[config.mk]
export PLATFORM = sky130hd
export DESIGN_NAME = pipelined_datapath
export DESIGN_NICKNAME = d
export VERILOG_FILES = /design/src/rtl/datapath_pkg.sv /design/src/rtl/dp_alu.sv /design/src/rtl/pipelined_datapath.sv
export SDC_FILE = /design/constraint.sdc
export NUM_CORES = 2
export LEC_CHECK = 0
export CAP_MARGIN = 20
export CORE_MARGIN = 2
export CORE_UTILIZATION = 50
export CTS_BUF_LIST = sky130_fd_sc_hd__clkbuf_16
export DETAILED_ROUTE_END_ITERATION = 7
export GPL_TIMING_DRIVEN = 0
export PLACE_DENSITY = 0.66
export SLEW_MARGIN = 20
export SYNTH_ARGS = -nofsm -noshare
export SYNTH_HDL_FRONTEND = slang
export SYNTH_HIERARCHICAL = 1
export SYNTH_SLANG_ARGS = --single-unit
[constraint.sdc]
create_clock -name clk -period 7.4 [get_ports clk]
set_input_delay 1.48 -clock clk [delete_from_list [all_inputs] [get_ports clk]]
set_output_delay 1.48 -clock clk [all_outputs]
set_load 0.01 [all_outputs]
[src/rtl/datapath_pkg.sv]
// datapath_pkg: shared definitions for the two-stage execution datapath.
//   ALU_* : ALU opcode values (opcodes 11..15 are reserved and yield 0).
//   dp_flags_t : result flag bundle {zero, carry, ovf}.
package datapath_pkg;

  localparam int ALU_ADD    = 0;
  localparam int ALU_SUB    = 1;
  localparam int ALU_AND    = 2;
  localparam int ALU_OR     = 3;
  localparam int ALU_XOR    = 4;
  localparam int ALU_SLL    = 5;
  localparam int ALU_SRL    = 6;
  localparam int ALU_SRA    = 7;
  localparam int ALU_SLT    = 8;
  localparam int ALU_SLTU   = 9;
  localparam int ALU_PASS_Y = 10;

  typedef struct packed {
    logic zero;   // result == 0 (forced 0 for reserved opcodes)
    logic carry;  // carry-out (ADD) / not-borrow (SUB)
    logic ovf;    // signed overflow (ADD/SUB)
  } dp_flags_t;

endpackage

[src/rtl/dp_alu.sv]
// dp_alu: purely combinational multi-op ALU.
//   op     : ALU opcode (datapath_pkg ALU_*)
//   x, y   : operands
//   result : ALU result
//   flags  : {zero, carry, ovf}
module dp_alu
  import datapath_pkg::*;
#(
  parameter int DATA_W = 32,
  parameter int OP_W   = 4
) (
  input  logic [OP_W-1:0]   op,
  input  logic [DATA_W-1:0] x,
  input  logic [DATA_W-1:0] y,
  output logic [DATA_W-1:0] result,
  output dp_flags_t         flags
);

  localparam int SH_W = $clog2(DATA_W);

  logic              is_sub;
  logic [DATA_W-1:0] y_add;
  logic [DATA_W:0]   sum;
  logic [SH_W-1:0]   shamt;
  logic              add_ovf;

  // One adder serves ADD and SUB: SUB is x + ~y + 1.
  assign is_sub  = (int'(op) == ALU_SUB);
  assign y_add   = is_sub ? ~y : y;
  assign sum     = {1'b0, x} + {1'b0, y_add} + {{DATA_W{1'b0}}, is_sub};
  assign shamt   = y[SH_W-1:0];
  // Overflow when both adder inputs share a sign the sum does not.
  assign add_ovf = (x[DATA_W-1] == y_add[DATA_W-1]) && (sum[DATA_W-1] != x[DATA_W-1]);

  always_comb begin
    result      = '0;
    flags       = '0;
    case (int'(op))
      ALU_ADD, ALU_SUB: begin
        result      = sum[DATA_W-1:0];
        flags.carry = sum[DATA_W];
        flags.ovf   = add_ovf;
      end
      ALU_AND:    result = x & y;
      ALU_OR:     result = x | y;
      ALU_XOR:    result = x ^ y;
      ALU_SLL:    result = x << shamt;
      ALU_SRL:    result = x >> shamt;
      ALU_SRA:    result = DATA_W'($signed(x) >>> shamt);
      ALU_SLT:    result = {{(DATA_W-1){1'b0}}, $signed(x) < $signed(y)};
      ALU_SLTU:   result = {{(DATA_W-1){1'b0}}, x < y};
      ALU_PASS_Y: result = y;
      default:    result = '0;
    endcase
    // Reserved opcodes report all flags clear, including zero.
    flags.zero = (int'(op) <= ALU_PASS_Y) && (result == '0);
  end

endmodule

[src/rtl/pipelined_datapath.sv]
// pipelined_datapath: two-stage execution datapath (EX -> WB).
//   clk, rst_n          : clock, async active-low reset
//   in_valid / in_ready : instruction handshake
//   op, addr_a, addr_b, addr_d, immed, y_sel, write, wb_sel, ext_data : instruction
//   out_valid, result, flag_zero/carry/ovf : registered ALU result, valid 1 cycle after accept
// Build option: DATAPATH_BYPASS_EN forwards the pending writeback into EX operands
// instead of stalling one cycle on a read-after-write hazard.
module pipelined_datapath
  import datapath_pkg::*;
#(
  parameter int DATA_W = 32,
  parameter int NREGS  = 32,
  parameter int ADDR_W = $clog2(NREGS),
  parameter int OP_W   = 4
) (
  input  logic              clk,
  input  logic              rst_n,
  input  logic              in_valid,
  output logic              in_ready,
  input  logic [OP_W-1:0]   op,
  input  logic [ADDR_W-1:0] addr_a,
  input  logic [ADDR_W-1:0] addr_b,
  input  logic [ADDR_W-1:0] addr_d,
  input  logic [DATA_W-1:0] immed,
  input  logic              y_sel,
  input  logic              write,
  input  logic              wb_sel,
  input  logic [DATA_W-1:0] ext_data,
  output logic              out_valid,
  output logic [DATA_W-1:0] result,
  output logic              flag_zero,
  output logic              flag_carry,
  output logic              flag_ovf
);

  logic [NREGS-1:0][DATA_W-1:0] rf_q, rf_d;
  logic                         wb_vld_q, wb_vld_d;
  logic                         wb_write_q, wb_write_d;
  logic                         wb_sel_q, wb_sel_d;
  logic [ADDR_W-1:0]            wb_addr_q, wb_addr_d;
  logic [DATA_W-1:0]            wb_ext_q, wb_ext_d;
  logic [DATA_W-1:0]            result_q, result_d;
  dp_flags_t                    flags_q, flags_d;

  logic              accept;
  logic              wb_commit;
  logic [DATA_W-1:0] wb_data;
  logic              hz_a, hz_b;
  logic [DATA_W-1:0] x_op, rb_op, y_op;
  logic [DATA_W-1:0] alu_res;
  dp_flags_t         alu_flags;

  // R0 is never written, so a pending write to it is neither a hazard nor forwarded.
  assign wb_commit = wb_vld_q && wb_write_q && (wb_addr_q != '0);
  assign wb_data   = wb_sel_q ? wb_ext_q : result_q;
  assign hz_a      = wb_commit && (addr_a == wb_addr_q);
  assign hz_b      = wb_commit && y_sel && (addr_b == wb_addr_q);

`ifdef DATAPATH_BYPASS_EN
  assign x_op     = hz_a ? wb_data : rf_q[addr_a];
  assign rb_op    = hz_b ? wb_data : rf_q[addr_b];
  assign in_ready = 1'b1;
`else
  assign x_op     = rf_q[addr_a];
  assign rb_op    = rf_q[addr_b];
  // One-cycle stall: WB commits on this edge, so the held instruction reads fresh data next cycle.
  assign in_ready = !(in_valid && (hz_a || hz_b));
`endif

  assign y_op   = y_sel ? rb_op : immed;
  assign accept = in_valid && in_ready;

  dp_alu #(.DATA_W(DATA_W), .OP_W(OP_W)) u_alu (
    .op     (op),
    .x      (x_op),
    .y      (y_op),
    .result (alu_res),
    .flags  (alu_flags)
  );

  always_comb begin
    rf_d       = rf_q;
    if (wb_commit) rf_d[wb_addr_q] = wb_data;
    wb_vld_d   = accept;
    wb_write_d = wb_write_q;
    wb_sel_d   = wb_sel_q;
    wb_addr_d  = wb_addr_q;
    wb_ext_d   = wb_ext_q;
    result_d   = result_q;
    flags_d    = flags_q;
    if (accept) begin
      wb_write_d = write;
      wb_sel_d   = wb_sel;
      wb_addr_d  = addr_d;
      wb_ext_d   = ext_data;
      result_d   = alu_res;
      flags_d    = alu_flags;
    end
  end

  always_ff @(posedge clk or negedge rst_n) begin
    if (!rst_n) begin
      rf_q       <= '0;
      wb_vld_q   <= 1'b0;
      wb_write_q <= 1'b0;
      wb_sel_q   <= 1'b0;
      wb_addr_q  <= '0;
      wb_ext_q   <= '0;
      result_q   <= '0;
      flags_q    <= '0;
    end else begin
      rf_q       <= rf_d;
      wb_vld_q   <= wb_vld_d;
      wb_write_q <= wb_write_d;
      wb_sel_q   <= wb_sel_d;
      wb_addr_q  <= wb_addr_d;
      wb_ext_q   <= wb_ext_d;
      result_q   <= result_d;
      flags_q    <= flags_d;
    end
  end

  assign out_valid  = wb_vld_q;
  assign result     = result_q;
  assign flag_zero  = flags_q.zero;
  assign flag_carry = flags_q.carry;
  assign flag_ovf   = flags_q.ovf;

endmodule

After elaboration in Yosys (flattened, before gate mapping)
Index checks and enable logic that the tools add are counted.

Latch bits: 0. Word-level logic and storage cells: 100. Memories: 0. Output and inout bits: 37. Register bits: 1099. Bits in read-only memories: 0. Memory bits (writable): 0.

Bitwise gates (word level): 4. Mux-type cells: 12. Reductions and logical operators: 16. Order comparisons: 7. Divide/modulo/power cells: 0. Shift-type cells: 3. $mul: 0. Eq/ne operators: 15. $add $sub $neg: 2.

Operators by type and width (count): bitwise mux 1024 bit (1); binary-select mux 32 bit (select 5 bit) (2); case mux 32 bit (10 select lines) (1); 2-to-1 mux 32 bit (6); demux 32 bit (select 5 bit) (1); < comparator 32 bit (2); adder 32 x 32 -> 33 bit (1); adder 33 x 1 -> 33 bit (1); bitwise AND 32 bit (1); logical NOT 32 bit (1); inverter 32 bit (1); OR 32 bit (1); left shift 32 x 5 -> 32 bit (1); right shift 32 x 5 -> 32 bit (1); >>> shifter 32 x 5 -> 32 bit (1); bitwise XOR 32 bit (1); < comparator 5 x 6 -> 1 bit, second input constant (3); == test 4 x 3 -> 1 bit, second input constant (4); == test 4 x 2 -> 1 bit, second input constant (3); == test 4 bit, second input constant (3); == test 5 bit (2); logical AND 1 bit (10); greater-or-equal comparator 5 x 1 -> 1 bit, second input constant (1); nonzero test 5 bit (1); 9 further kinds (9).

Logic depth before layout (Yosys ltp)
Word-level depth: 10. Gate-level depth with buffers: 27. Depth with buffers taken out: 20.

Cells and area by module
Netlist, hierarchy kept.

Modules (own cells, without submodules): pipelined_datapath (cells an instance 5129, area each 56032.5 sq um, sequential area each 27501.4 sq um, instances 1); dp_alu (cells an instance 1357, area each 10107.2 sq um, sequential area each 0.0 sq um, instances 1).

Worst setup path after synthesis
Ideal clock, no wire load.

Kind: input to register. From: input addr_b[0]. To: register flags_q (netlist bit flag_zero). Slack: 0.273 ns. Data required time: 7.336 ns. Arrival: 7.063 ns. Stages: 26. Library setup time: 0.064 ns. Path through: buf_2 > clkbuf_1 > buf_2 > mux2i_1 > a22oi_1 > a21oi_1 > nor4_1 > mux2_2 > clkbuf_1 > buf_2 > clkinv_1 > clkbuf_1 > buf_1 > xnor2_1 > ha_1 > nand4_1 > or3b_1 > o211ai_1 > a211o_1 > a21oi_2 > o31a_2 > xnor2_1 > a221o_1 > or4_1 > nor3_2 > mux2_2.

RTL lines: start: declaration (RTL line pipelined_datapath.sv:22) `input logic [ADDR_W-1:0] addr_b,`; end signal: assignment (RTL line pipelined_datapath.sv:119) `flags_q <= flags_d;`; end: declaration (RTL line pipelined_datapath.sv:43) `dp_flags_t flags_q, flags_d;`.

==> metrics.md <==
| Metric | Value |
|---|---|
| Internal Dissipation | `15.6 mW` |
| Type of the tightest min-delay check | `reg2reg` |
| Worst Clk Skew | `115 ps` |
| Number of port buffers | `120` |
| Row count | `133` |
| Areal power density over the cells | `357 nW/um^2` |
| Overall die height | `368 um` |
| Average wire per cell in the routed design | `38.5 um` |
| Register area share after synthesis | `0.416` |
| RD Place Congestion | `1.10` |
| Number of synthesized flops with an enable pin | `0` |
| Detailed-route DRC error count | `0` |
| Pin count of the biggest net entering global routing | `149` |
| Pre-CTS setup slack | `-3900 ps` |
| Min Tclk post-route | `7640 ps` |
| Storage cell area | `27500 um^2` |
| Type of the setup path with the least slack | `in2reg` |
| Iteration count of the initial detailed-routing pass | `8` |
| Vias in the first global route | `58500` |
| Slew at the pin with the worst max-slew slack | `1290 ps` |
| Fmax | `131 MHz` |
| Number of buffers created by CTS | `118` |
| DRT iter0 DRCs | `10400` |
| Static leakage power | `32.8 nW` |
| DR vias/cell | `7.13` |
| Yosys warning count | `6` |
| Register bit total from synthesis | `1099` |
| Failing checks | `negative setup slack` |
| Hold-critical path depth | `1` |
| Io pins | `126` |
| Final setup violation count | `1` |
| Reg-to-reg setup timing slack | `910 ps` |
| Synth area leaders | `sky130_fd_sc_hd__dfrtp_1, sky130_fd_sc_hd__mux4_2, sky130_fd_sc_hd__mux2i_1` |
| Power spent charging and discharging nets | `11.2 mW` |
| Clk slew on worst S/H paths | `60 ps` |
| Cell count after placement | `8378` |
| Required time reported for the critical path endpoint | `8150 ps` |
| Number of nets at the end of the flow | `6987` |
| Synthesized netlist cell count | `6486` |
| Global-route congestion overflow total | `0` |
| End point of the most critical hold path | `rf_q[0]$_DFFE_PN0P_` |
| Max-cap violations | `0` |
| Post-synth top cells | `sky130_fd_sc_hd__dfrtp_1, sky130_fd_sc_hd__a21oi_1, sky130_fd_sc_hd__nor2_1` |
| Clock tree from TritonCTS | `built` |
| Most common cell in the netlist | `sky130_fd_sc_hd__dfrtp_1` |
| Final slew viol count | `0` |
| Clock Sinks | `1099` |
| Global-route wire length before repair | `458000 um` |
| GRT Resource Usage Total | `0.484` |
| Synth async-reset ratio | `1.00` |
| CTS Hold Bufs | `0` |
| Total vias in the final route | `61500` |
| Maximum buffer depth of the clock tree | `3` |
| Number of hold-slack violations in the final timing report | `0` |
| Maximum resistive drop on vdd | `0.000226 V` |
| H-Tree Level Count | `3` |
| Worst slew margin | `0.117` |
| Critical path fanouts, max | `10` |
| Core Region | `131000 um^2` |
| Area delta synth->final | `13.6%` |
| Average instance area after synthesis | `10.2 um^2` |
| R2R Path End | `flag_zero$_DFFE_PN0P_` |
| Routed WL | `332000 um` |
| Clock root buffer | `sky130_fd_sc_hd__clkbuf_16` |
| Source of the worst hold timing path | `rf_q[0]$_DFFE_PN0P_` |
| RR Startpoint | `rf_q[289]$_DFFE_PN0P_` |
| Fill cell count | `11600` |
| Startpoint types | `input pin` |
| Top FF cell, synth | `sky130_fd_sc_hd__dfrtp_1` |
| Post-synthesis instance area | `66100 um^2` |
| Number of cells in the finished layout apart from fillers | `8623` |
| Final-layout worst hold slack | `484 ps` |
| Part of the power in registers | `0.364` |
| Clock group share of total power | `0.226` |
| Source-to-sink clock delay at the later pin of the worst-skew pair | `830 ps` |
| Area of the die | `135000 um^2` |
| Multi-input gate area | `36000 um^2` |
| Initial core utilization | `0.503` |
| Fraction of layout cells with a size suffix above 1 | `0.165` |
| Logic gate share of total power | `0.409` |
| Status | `finished with violations` |
| Crit. End Element | `flip-flop` |
| Final cycle utilization of the critical path | `1.03` |
| Antenna violations before repair | `28` |
| Sw Share | `0.416` |
| Number of cell instances on the worst register-to-register path | `25` |
| Count of distinct cell types in the synthesized netlist | `99` |
| Number of nets produced by synthesis | `6708` |
| Post-route ant nets | `0` |
| Arrival time at the worst endpoint | `8380 ps` |
| Cell accounting for the most synthesized area | `sky130_fd_sc_hd__dfrtp_1` |
| DP Wirelength | `248000 um` |
| Smallest setup slack after layout | `-235 ps` |
| Horizontal extent of the die | `368 um` |
| Area share of the leading cell type in the synthesized netlist | `0.416` |
## kinds of logic after synthesis
group                    synth area share
XOR/XNOR                          0.00768
flip-flops                          0.416
adder cells (fa/ha/maj)            0.0253
AND/OR/NAND/NOR                    0.0959
buffers and inverters              0.0498
AO/OA/AOI/OAI                       0.159
multiplexers                        0.247
## routing by layer
layer / track usage / share of wire / vias up
li1: - / - / 24200
met1: 0.636 / 0.37 / 31100
met2: 0.656 / 0.40 / 4996
met3: 0.176 / 0.14 / 1147
met4: 0.351 / 0.090 / 36
met5: 0 / 0.00072 / -
## worst max path at each step
stage                          from                  endpoint  slack (ps)
after floorplan           addr_b[0]     flag_zero$_DFFE_PN0P_         270
after global placement        rst_n  wb_ext_q[28]$_DFFE_PN0P_      -46050
after detailed placement  addr_b[2]     flag_zero$_DFFE_PN0P_       -3900
after CTS                 addr_a[1]     flag_zero$_DFFE_PN0P_           4
after global routing      addr_b[1]     flag_zero$_DFFE_PN0P_         -20
final                     addr_a[1]     flag_zero$_DFFE_PN0P_        -240
## metrics by stage
stage / instance area [um^2] / utilization / power, mW / setup TNS, ps
floorplan: 66100 / - / 15.8 / 0
global placement: 69500 / 0.529 / 19.7 / -
detailed placement: 70000 / 0.533 / 20.0 / -90110
CTS: 74700 / 0.568 / 26.1 / 0
global route: 75200 / 0.572 / 27.7 / -22.8
finish: 75200 / 0.572 / 26.8 / -235
## cell type report
type | count | share of cell area
Buffer | 672 | 0.0478
Inverter | 91 | 0.00471
Clock buffer | 119 | 0.0396
Antenna cell | 2 | 0.0000666
Multi-Input combinational cell | 4619 | 0.478
Sequential cell | 1099 | 0.366
Timing Repair Buffer | 164 | 0.0229
Clock inverter | 102 | 0.0115
Tap cell | 1755 | 0.0292
## sequential cells by signal, indices dropped and copies added, names as in the netlist
signal      count
flag_carry      1
flag_ovf        1
flag_zero       1
out_valid       1
result         32
rf_q         1024
wb_addr_q       5
wb_ext_q       32
wb_sel_q        1
wb_write_q      1
## power by group through the flow
stage	Clock, mW	Combinational (mW)	Sequential (mW)
2_1_floorplan	0	6.59	9.25
3_3_place_gp	0	10.1	9.69
3_5_place_dp	0	10.2	9.75
4_1_cts	6.02	10.4	9.66
5_1_grt	6.29	11.4	9.95
6_report	6.07	11.0	9.77
## repair_timing
action                                  CTS  global route
pin swaps                                18            19
setup buffers                            16             7
gates resized for setup                 227           152
endpoints found under the setup margin   35             1
## placed cells by master (no fill, tap or decap), drive strengths merged, types with 163 or more instances in the layout
cell	count
a22oi	271
mux2i	620
nor2	884
o21ai	267
nand2	318
mux2	163
mux4	367
a21oi	1013
buf	256
clkbuf	579
dfrtp	1099
## critical path, stage by stage
cell and delay [ps]:
sky130_fd_sc_hd__buf_2 460, sky130_fd_sc_hd__buf_4 440, sky130_fd_sc_hd__clkbuf_4 500, sky130_fd_sc_hd__mux4_2 400, sky130_fd_sc_hd__mux4_2 600, sky130_fd_sc_hd__mux2_2 400, sky130_fd_sc_hd__clkbuf_1 430, sky130_fd_sc_hd__mux4_2 660
sky130_fd_sc_hd__o22ai_1 420, sky130_fd_sc_hd__a211oi_1 250, sky130_fd_sc_hd__a221o_1 610, sky130_fd_sc_hd__a2111oi_4 320, sky130_fd_sc_hd__nand4b_1 380, sky130_fd_sc_hd__nor4b_2 380, sky130_fd_sc_hd__nand4b_1 230, sky130_fd_sc_hd__nor3_2 170
sky130_fd_sc_hd__mux2_2 170
(Power assumes the default switching activity.)
